<file path="config.mk">
export PLATFORM = sky130hd
export DESIGN_NAME = t05_spi_bit_packer
export DESIGN_NICKNAME = d
export VERILOG_FILES = /design/src/rtl/t05_spi_pkg.sv /design/src/rtl/t05_spi_bit_packer_fifo.sv /design/src/rtl/t05_spi_bit_packer.sv
export SDC_FILE = /design/constraint.sdc
export NUM_CORES = 1
export LEC_CHECK = 0
export CORE_MARGIN = 2
export CORE_UTILIZATION = 45
export CTS_CLUSTER_SIZE = 25
export DETAILED_ROUTE_END_ITERATION = 8
export PLACE_DENSITY_LB_ADDON = 0.15
export SETUP_SLACK_MARGIN = 0.4
export SLEW_MARGIN = 10
export SYNTH_ARGS = -nofsm -noshare
export SYNTH_HDL_FRONTEND = slang
export SYNTH_HIERARCHICAL = 1
export SYNTH_SLANG_ARGS = --single-unit
</file>
<file path="constraint.sdc">
create_clock -name clk -period 7.7 [get_ports clk]
set_input_delay 1.925 -clock clk [delete_from_list [all_inputs] [get_ports clk]]
set_output_delay 1.925 -clock clk [all_outputs]
set_load 0.02 [all_outputs]
</file>
<file path="src/rtl/t05_spi_pkg.sv">
// Shared types and helpers for the SPI bit packer output stage.
package t05_spi_pkg;

    localparam int BYTE_W      = 8;
    localparam int DEF_CLK_DIV = 4;

    typedef enum logic [1:0] {
        TX_IDLE,
        TX_LOAD,
        TX_LOW,
        TX_HIGH
    } tx_state_t;

    // Left-justify the n collected bits and fill the low end with pad.
    function automatic logic [BYTE_W-1:0] pad_byte(
        input logic [BYTE_W-2:0] sr,
        input logic [2:0]        n,
        input logic              pad
    );
        logic [BYTE_W-1:0] data;
        logic [BYTE_W-1:0] fill;
        data = {1'b0, sr} << (3'd0 - n);
        fill = pad ? (8'hFF >> n) : '0;
        return data | fill;
    endfunction

endpackage

</file>
<file path="src/rtl/t05_spi_bit_packer_fifo.sv">
// Small synchronous byte FIFO; head entry is visible on dout without a pop.
module t05_byte_fifo #(
    parameter int DEPTH = 4,
    parameter int WIDTH = 8
) (
    input  logic             clk,
    input  logic             rst,
    input  logic             push,
    input  logic             pop,
    input  logic [WIDTH-1:0] din,
    output logic [WIDTH-1:0] dout,
    output logic             full,
    output logic             empty
);

    localparam int AW = $clog2(DEPTH);

    logic [WIDTH-1:0] mem [DEPTH];
    logic [AW-1:0]    wptr;
    logic [AW-1:0]    rptr;
    logic [AW:0]      count;
    logic             do_push;
    logic             do_pop;

    assign full    = (count == (AW+1)'(DEPTH));
    assign empty   = (count == '0);
    assign do_push = push && !full;
    assign do_pop  = pop && !empty;
    assign dout    = mem[rptr];

    always_ff @(posedge clk) begin
        if (do_push) mem[wptr] <= din;
    end

    always_ff @(posedge clk or posedge rst) begin
        if (rst) begin
            wptr  <= '0;
            rptr  <= '0;
            count <= '0;
        end else begin
            if (do_push) wptr <= wptr + 1'b1;
            if (do_pop)  rptr <= rptr + 1'b1;
            unique case ({do_push, do_pop})
                2'b10:   count <= count + 1'b1;
                2'b01:   count <= count - 1'b1;
                default: count <= count;
            endcase
        end
    end

endmodule

</file>
<file path="src/rtl/t05_spi_bit_packer.sv">
// Packs a serial bit stream MSB-first into bytes, buffers them and
// shifts them out as an SPI mode-0 master; flush pads and drains.
module t05_spi_bit_packer
    import t05_spi_pkg::*;
#(
    parameter int   CLK_DIV    = DEF_CLK_DIV,
    parameter int   FIFO_DEPTH = 4,
    parameter logic PAD_BIT    = 1'b0
) (
    input  logic        clk,
    input  logic        rst,
    input  logic        en,
    input  logic        bit_in,
    input  logic        bit_valid,
    input  logic        flush,
    output logic        ready,
    output logic        sclk,
    output logic        mosi,
    output logic        cs_n,
    output logic [31:0] byte_count,
    output logic        done
);

    localparam int DW = (CLK_DIV > 1) ? $clog2(CLK_DIV) : 1;
    localparam logic [DW-1:0] DIV_LAST = DW'(CLK_DIV - 1);

    tx_state_t         state;
    tx_state_t         state_d;
    logic [BYTE_W-2:0] shreg;
    logic [2:0]        cnt;
    logic              flush_pending;
    logic              armed;
    logic              fifo_full;
    logic              fifo_empty;
    logic              push;
    logic              pop;
    logic [BYTE_W-1:0] push_data;
    logic [BYTE_W-1:0] fifo_dout;
    logic [BYTE_W-1:0] txreg;
    logic [2:0]        bitidx;
    logic [DW-1:0]     divcnt;
    logic              accept;
    logic              pad_push;
    logic              fin;
    logic              div_end;

    // armed keeps ready low during and right after reset regardless of en
    assign ready    = armed && en && !fifo_full && !flush_pending;
    assign accept   = bit_valid && ready;
    assign pad_push = flush_pending && (cnt != 3'd0) && !fifo_full;
    assign push     = (accept && cnt == 3'd7) || pad_push;
    assign push_data = pad_push ? pad_byte(shreg, cnt, PAD_BIT)
                                : {shreg, bit_in};
    assign fin = (flush_pending || (flush && !accept)) && (cnt == 3'd0)
              && fifo_empty && (state == TX_IDLE);

    assign div_end = (divcnt == DIV_LAST);
    assign sclk    = (state == TX_HIGH);
    assign cs_n    = (state == TX_IDLE);

    t05_byte_fifo #(
        .DEPTH (FIFO_DEPTH),
        .WIDTH (BYTE_W)
    ) u_fifo (
        .clk   (clk),
        .rst   (rst),
        .push  (push),
        .pop   (pop),
        .din   (push_data),
        .dout  (fifo_dout),
        .full  (fifo_full),
        .empty (fifo_empty)
    );

    always_ff @(posedge clk or posedge rst) begin
        if (rst) begin
            shreg         <= '0;
            cnt           <= '0;
            flush_pending <= 1'b0;
            done          <= 1'b0;
            armed         <= 1'b0;
        end else begin
            armed <= 1'b1;
            if (accept) begin
                shreg <= {shreg[BYTE_W-3:0], bit_in};
                cnt   <= cnt + 3'd1;
            end else if (pad_push) begin
                cnt <= 3'd0;
            end
            done <= fin;
            if (fin)        flush_pending <= 1'b0;
            else if (flush) flush_pending <= 1'b1;
        end
    end

    always_comb begin
        state_d = state;
        pop     = 1'b0;
        unique case (state)
            TX_IDLE: if (!fifo_empty) state_d = TX_LOAD;
            TX_LOAD: begin
                pop     = 1'b1;
                state_d = TX_LOW;
            end
            TX_LOW:  if (div_end) state_d = TX_HIGH;
            TX_HIGH: begin
                if (div_end) begin
                    if (bitidx != 3'd0)   state_d = TX_LOW;
                    else if (!fifo_empty) state_d = TX_LOAD;
                    else                  state_d = TX_IDLE;
                end
            end
            default: state_d = TX_IDLE;
        endcase
    end

    always_ff @(posedge clk or posedge rst) begin
        if (rst) begin
            state      <= TX_IDLE;
            txreg      <= '0;
            bitidx     <= '0;
            divcnt     <= '0;
            mosi       <= 1'b0;
            byte_count <= '0;
        end else begin
            state <= state_d;
            if (state_d != state) divcnt <= '0;
            else                  divcnt <= divcnt + 1'b1;
            if (state == TX_LOAD) begin
                txreg  <= fifo_dout;
                mosi   <= fifo_dout[BYTE_W-1];
                bitidx <= 3'd7;
            end
            if (state == TX_HIGH && div_end) begin
                if (bitidx != 3'd0) begin
                    bitidx <= bitidx - 3'd1;
                    mosi   <= txreg[bitidx - 3'd1];
                end else begin
                    byte_count <= byte_count + 32'd1;
                end
            end
        end
    end

endmodule

</file>
==> flow_metrics.py, run 1 <==
metrics = {
    "outcome": {
        "status": "complete, no violations",
    },
    "clocking": {
        "clock_latency_ns": 0.35,
        "cts-buffers-inserted": 9,
        "cts_num_sinks": 100,
        "cts.path.max_buffers": 2,
        "cts_setup_buffers": 0,
        "cts_hold_buffers": 0,
        "ctsResizeCount": 0,
        "cts_root_buf": "clkbuf_8",
        "path_clk_slew_ns": 0.09,
        "htree_levels": 3,
        "cts_tree": "yes",
    },
    "setup_path": {
        "path_class": "in -> out",
        "end_kind": "output port",
        "regToRegStartpoint": "cnt[0]",
        "cp_max_fo": 5,
        "cp.required_ns": 5.78,
        "critPathArrivalTime_ns": 3.66,
        "cp-startpoint": "en",
        "start_kind": "input pin",
    },
    "synthesis": {
        "synth-seq-cells": 100,
        "synth_mux_area_share_pct": 10.68,
        "ys_top_cells_by_area": "dfrtp_1 37%, edfxtp_1 21%, mux4_2 4.9%",
        "yosys.area_share.simple_pct": 14.57,
        "synth-seq-area-share_pct": 57.51,
        "synth-xor-area-share_pct": 7.189,
        "syn_area_sq_mm": 0.004629,
        "synth_nets": 383,
        "syn-instance-count": 363,
        "synth_top_area_share_pct": 36.76,
        "synth_top_family_by_area": "simple AND/OR/NAND/NOR gates",
        "synth.distinct_cells": 46,
        "synth_fa_ha_area_share_pct": 3.946,
        "synth_compound_area_share_pct": 3.892,
        "yosysTopAreaCell": "dfrtp_1",
        "synth_area_per_cell_sq_um": 12.75,
        "ys_warn_count": 6,
    },
    "route": {
        "antenna_left": 0,
        "dr.pass1.iters": 5,
        "first_iter_violations": 97,
        "vias": 2855,
        "wl_per_cell_um": 14.57,
        "vias_per_cell": 5.200,
        "wl_um": 8000,
        "drc_errors": 0,
    },
    "cells_and_area": {
        "multi_input_area_sq_mm": 0.001868,
        "drive_gt1_share_pct": 14.29,
        "syn_to_final_growth_pct": 15.92,
        "num_antenna_cells": 0,
        "fin_util_pct": 52.93,
        "regArea_sq_mm": 0.002663,
        "fillers": 875,
        "nets": 428,
    },
    "grt": {
        "grt_pass1_wl_um": 13780,
        "grt_start_max_net_pins": 33,
        "overflow": 0,
        "antenna_found_initial": 0,
        "grt_pass1_vias": 2772,
        "groute.usage.overall_pct": 15.54,
    },
    "placement": {
        "globalplace.congestion": 0.7515,
        "hpwl_um": 5739,
        "io_buffers": 42,
    },
    "sta": {
        "finClkSkew_ns": 0.01369,
        "fmax_mhz": 178.9,
        "fin_crit_ns": 5.588,
        "relSlewSlack_pct": 23.59,
        "rsz0062_at_grt": "no",
        "tns_ns": 0,
        "fin_crit_sh_pct": 72.57,
        "maxSlewViolCount": 0,
        "tightest_slew_ns": 1.144,
        "hold_viol": 0,
        "setup_viol": 0,
    },
    "floorplan": {
        "initial_core_util_pct": 45.66,
        "row_count": 37,
        "die-area_sq_mm": 0.01112,
        "die_x_um": 105.4,
        "die_h_um": 105.4,
        "coreArea_sq_mm": 0.01014,
        "num_io_pins": 43,
    },
    "hold_path": {
        "hold_start": "divcnt[0]",
        "holdCritPathClass": "reg -> reg",
    },
    "power_and_ir_drop": {
        "cellPowerDensity_mw_per_mm2": 168.9,
        "ir_worst_vdd_v": 0.0001106,
        "leakage_nw": 2.247,
    },
    "flow_run": {
        "cap_violations": 0,
    },
}
## area by class of cell
| type | instances | share of cell area, % |
|---|---|---|
| Clock buffer | 9 | 2.308 |
| Tap cell | 136 | 3.171 |
| Sequential cell | 100 | 49.62 |
| Multi-Input combinational cell | 237 | 34.81 |
| Clock inverter | 7 | 0.9326 |
| Inverter | 17 | 1.189 |
| Timing Repair Buffer | 43 | 7.974 |
## worst max-delay path, stage by stage
cell	delay, ns
clkdlybuf4s50_1	0.45
nor4bb_1	0.55
clkdlybuf4s50_1	0.73
## routing by layer
metal | part of all wire (%) | global-route usage, % | vias to the layer above | wire length [um]
li1 | - | - | 1388 | -
met1 | 48 | 21.38 | 1425 | 3808
met2 | 49 | 24.70 | 40 | 3919
met3 | 2.9 | 4.391 | 2 | 234
met4 | 0.46 | 3.333 | 0 | 37
met5 | 0 | 0 | - | 0
## stage by stage
stage | instances | worst slack [ns] | power (mW) | cell area (sq um) | hold WS, ns
after global routing | 549 | 1.991 | 0.9526 | 5366 | 0.4707
final | 549 | 2.112 | 0.9061 | 5366 | 0.4415
after global placement | 533 | 2.164 | 0.6174 | 5192 | 0.4195
after CTS | 549 | 2.109 | 0.9223 | 5366 | 0.4464
after detailed placement | 533 | 2.133 | 0.6186 | 5192 | 0.4331
after floorplan | 363 | 2.930 | 0.6051 | 4629 | 0.4099
## final timing paths
path                                    to  slack, ns  depth (start not counted)
max                                  ready       2.11                          3
min                              divcnt[0]       0.44                          1
max reg2reg                u_fifo/count[2]       4.60                         14
min reg2reg                      divcnt[0]       0.44                          1
max in group asynchronous         shreg[1]       4.81                          3
min in group asynchronous   u_fifo/wptr[1]       1.86                          2
## Yosys cell counts (all sizes together)
library cell  number
a22o               1
o31a               1
dfrtp             68
mux2              20
xnor2             25
mux4              10
o211ai             2
nor2b              7
inv               17
nor2              24
nand2             30
a21o               1
xor2              13
conb               1
o31ai              3
o21ai              7
nand4              9
nor3               7
buf                1
nor3b              3
or4                1
clkbuf             8
mux2i              4
ha                13
and3               3
and4               3
a211oi             2
or3                1
a21oi              6
fa                 1
nor4               3
a221oi             1
nand3             23
a31oi              3
nor4bb             1
o221ai             1
edfxtp            32
nand2b             2
and2               5
## sequential cells by signal, indices dropped and copies added (netlist names)
| register | count |
|---|---|
| u_fifo/rptr | 2 |
| shreg | 7 |
| divcnt | 2 |
| byte_count | 32 |
| u_fifo/mem | 32 |
| armed | 1 |
| cnt | 3 |
| done | 1 |
| state | 2 |
| mosi | 1 |
| u_fifo/count | 3 |
| u_fifo/wptr | 2 |
| txreg | 8 |
| bitidx | 3 |
| flush_pending | 1 |
## cells by family after synthesis
kind of cell	after synthesis
xor gates and xnor gates	38
DFF	100
and+or+nand+nor	122
muxes	34
AOI/OAI and AO/OA	28
adders and majority gates	14
other	1
buffers and inverters	26
## cells in the final DEF, fill, tap and decap left out, drive strengths merged, types with 9 or more instances in the layout
master,netlist,final
nor2,24,24
ha,13,13
mux2,20,20
xnor2,25,25
dfrtp,68,68
inv,17,19
nand2,30,30
edfxtp,32,32
clkbuf,8,9
nand4,9,9
clkdlybuf4s50,0,42
mux4,10,10
nand3,23,23
xor2,13,13
## where the power goes
group | switching [mW] | total, mW | internal (mW)
Clock | 0.181 | 0.299 | 0.119
Sequential | 0.00895 | 0.561 | 0.552
Combinational | 0.0277 | 0.0460 | 0.0182
(Power assumes the default switching activity.)
==> run 2: changes to the inputs <==
clock period = 5.75 ns   (was 7.7 ns; I/O delays follow)
==> run 2 against run 1 <==
Against the previous run: routed wire length rose by 2.0%; critical path depth did not move; first-iteration DRC count rose by 12%; register-to-register slack got worse by 2.0 ns; clock skew fell by 0.0042 ns; largest cell class unchanged; sequential cell count did not move; worst hold slack improved by 0.0051 ns; design area rose by 0.77%; non-clock buffer count rose by 1; global-route usage rose by 0.52 points.
==> flow_metrics.py, run 2 (synthesis results as in run 1) <==
metrics = {
    "outcome": {
        "status": "complete, no violations",
    },
    "sta": {
        "fmax_mhz": 216.5,
        "relSlewSlack_pct": 49.21,
        "tightest_slew_ns": 0.7619,
        "setup_viol": 0,
        "maxSlewViolCount": 0,
        "hold_viol": 0,
        "finClkSkew_ns": 0.009456,
        "fin_crit_ns": 4.619,
        "tns_ns": 0,
        "fin_crit_sh_pct": 80.34,
        "rsz0062_at_grt": "no",
    },
    "floorplan": {
        "die-area_sq_mm": 0.01112,
        "die_x_um": 105.4,
        "die_h_um": 105.4,
        "initial_core_util_pct": 45.66,
        "num_io_pins": 43,
        "coreArea_sq_mm": 0.01014,
        "row_count": 37,
    },
    "setup_path": {
        "cp.required_ns": 4.31,
        "rrSetupSlack_ns": 2.63,
        "end_kind": "output port",
        "regToRegStartpoint": "cnt[0]",
        "r2r.worst_path.cells": 12,
        "cp_max_fo": 5,
        "path_class": "in -> out",
        "cp-startpoint": "en",
        "start_kind": "input pin",
        "critPathArrivalTime_ns": 3.18,
    },
    "clocking": {
        "ctsResizeCount": 0,
        "cts-buffers-inserted": 9,
        "cts_num_sinks": 100,
        "htree_levels": 3,
        "cts.path.max_buffers": 2,
        "cts_hold_buffers": 0,
        "path_clk_slew_ns": 0.09,
        "cts_setup_buffers": 0,
        "cts_root_buf": "clkbuf_8",
        "clock_latency_ns": 0.37,
        "cts_tree": "yes",
    },
    "cells_and_area": {
        "num_antenna_cells": 0,
        "syn_to_final_growth_pct": 16.81,
        "reg_top3": "byte_count: 32 flops, u_fifo/mem: 32 flops, txreg: 8 flops",
        "most-common-layout-cells": "68 x dfrtp_1, 42 x clkdlybuf4s50_1, 32 x edfxtp_1",
        "fillers": 873,
        "drive_gt1_share_pct": 14.73,
        "mostFrequentLayoutCell": "dfrtp_1",
        "nets": 429,
    },
    "route": {
        "vias_per_cell": 5.102,
        "first_iter_violations": 109,
        "wl_met3_um": 202,
        "wl_um": 8157,
        "antenna_left": 0,
        "top_layer_used": "met4",
        "dr.pass1.iters": 4,
        "vias": 2806,
        "wl_per_cell_um": 14.83,
        "drc_errors": 0,
        "route.met2.wl_um": 3872,
        "m1WireLength_um": 3963,
    },
    "power_and_ir_drop": {
        "p_clk_share_pct": 36.6,
        "combPwrFrac_pct": 4.9,
        "swShare_pct": 24.26,
        "p_switching_mw": 0.3113,
        "seq_power_share_pct": 58.5,
        "p_int_mw": 0.9717,
        "leakage_nw": 2.275,
        "cellPowerDensity_mw_per_mm2": 237.2,
        "power.total_mw": 1.283,
        "ir_worst_vdd_v": 0.0001760,
    },
    "grt": {
        "grt_pass1_vias": 2833,
        "antenna_found_initial": 0,
        "grt_pass1_wl_um": 14170,
        "grt_start_max_net_pins": 61,
        "groute.usage.overall_pct": 16.06,
        "overflow": 0,
    },
    "hold_path": {
        "hold_depth": 1,
        "holdCritPathClass": "reg -> reg",
        "hold_start": "divcnt[0]",
    },
    "placement": {
        "hpwl_um": 5691,
        "io_buffers": 42,
        "globalplace.congestion": 0.7454,
    },
    "flow_run": {
        "cap_violations": 0,
    },
}
[run 2: metrics by stage]
stage	setup slack, ns	hold WS [ns]	cells	area [sq um]	utilization (%)
floorplan	1.955	0.4099	363	4629	-
CTS	1.144	0.4508	550	5408	53.34
global route	0.9843	0.4707	550	5408	53.34
finish	1.131	0.4466	550	5408	53.34
detailed placement	1.164	0.4376	534	5200	51.29
global placement	1.204	0.4202	534	5200	51.29
[run 2: worst max-delay path, cell delays in order]
cell and delay, ns:
clkdlybuf4s50_1 0.45, nor4bb_1 0.56, clkdlybuf4s50_1 0.73
[run 2: final cells by class]
type / count / area (sq um) / area share, %
flip-flops and latches: 100 / 2663 / 49.24
multi-input cells: 237 / 1868 / 34.54
repair buffers: 44 / 435.4 / 8.052
well taps: 136 / 170.2 / 3.147
clock buffers: 9 / 123.9 / 2.291
clock inverters: 7 / 83.83 / 1.550
inverters: 17 / 63.81 / 1.180
[run 2: final timing paths]
check	end
max	ready
min in group asynchronous	byte_count[14]
max reg2reg	u_fifo/count[1]
min	divcnt[0]
max in group asynchronous	shreg[1]
min reg2reg	divcnt[0]
[run 2: power groups by stage]
stage | registers (mW) | logic [mW] | clock network (mW)
finish | 0.751 | 0.0623 | 0.470
global route | 0.752 | 0.0721 | 0.512
CTS | 0.751 | 0.0637 | 0.488
detailed placement | 0.765 | 0.0631 | 0
global placement | 0.765 | 0.0616 | 0
floorplan | 0.762 | 0.0484 | 0
[run 2: routing by layer]
metal | track usage [%] | vias to the layer above
met5 | 0 | -
met4 | 5.714 | 0
met3 | 3.587 | 10
met2 | 25.07 | 31
met1 | 22.16 | 1381
li1 | - | 1384
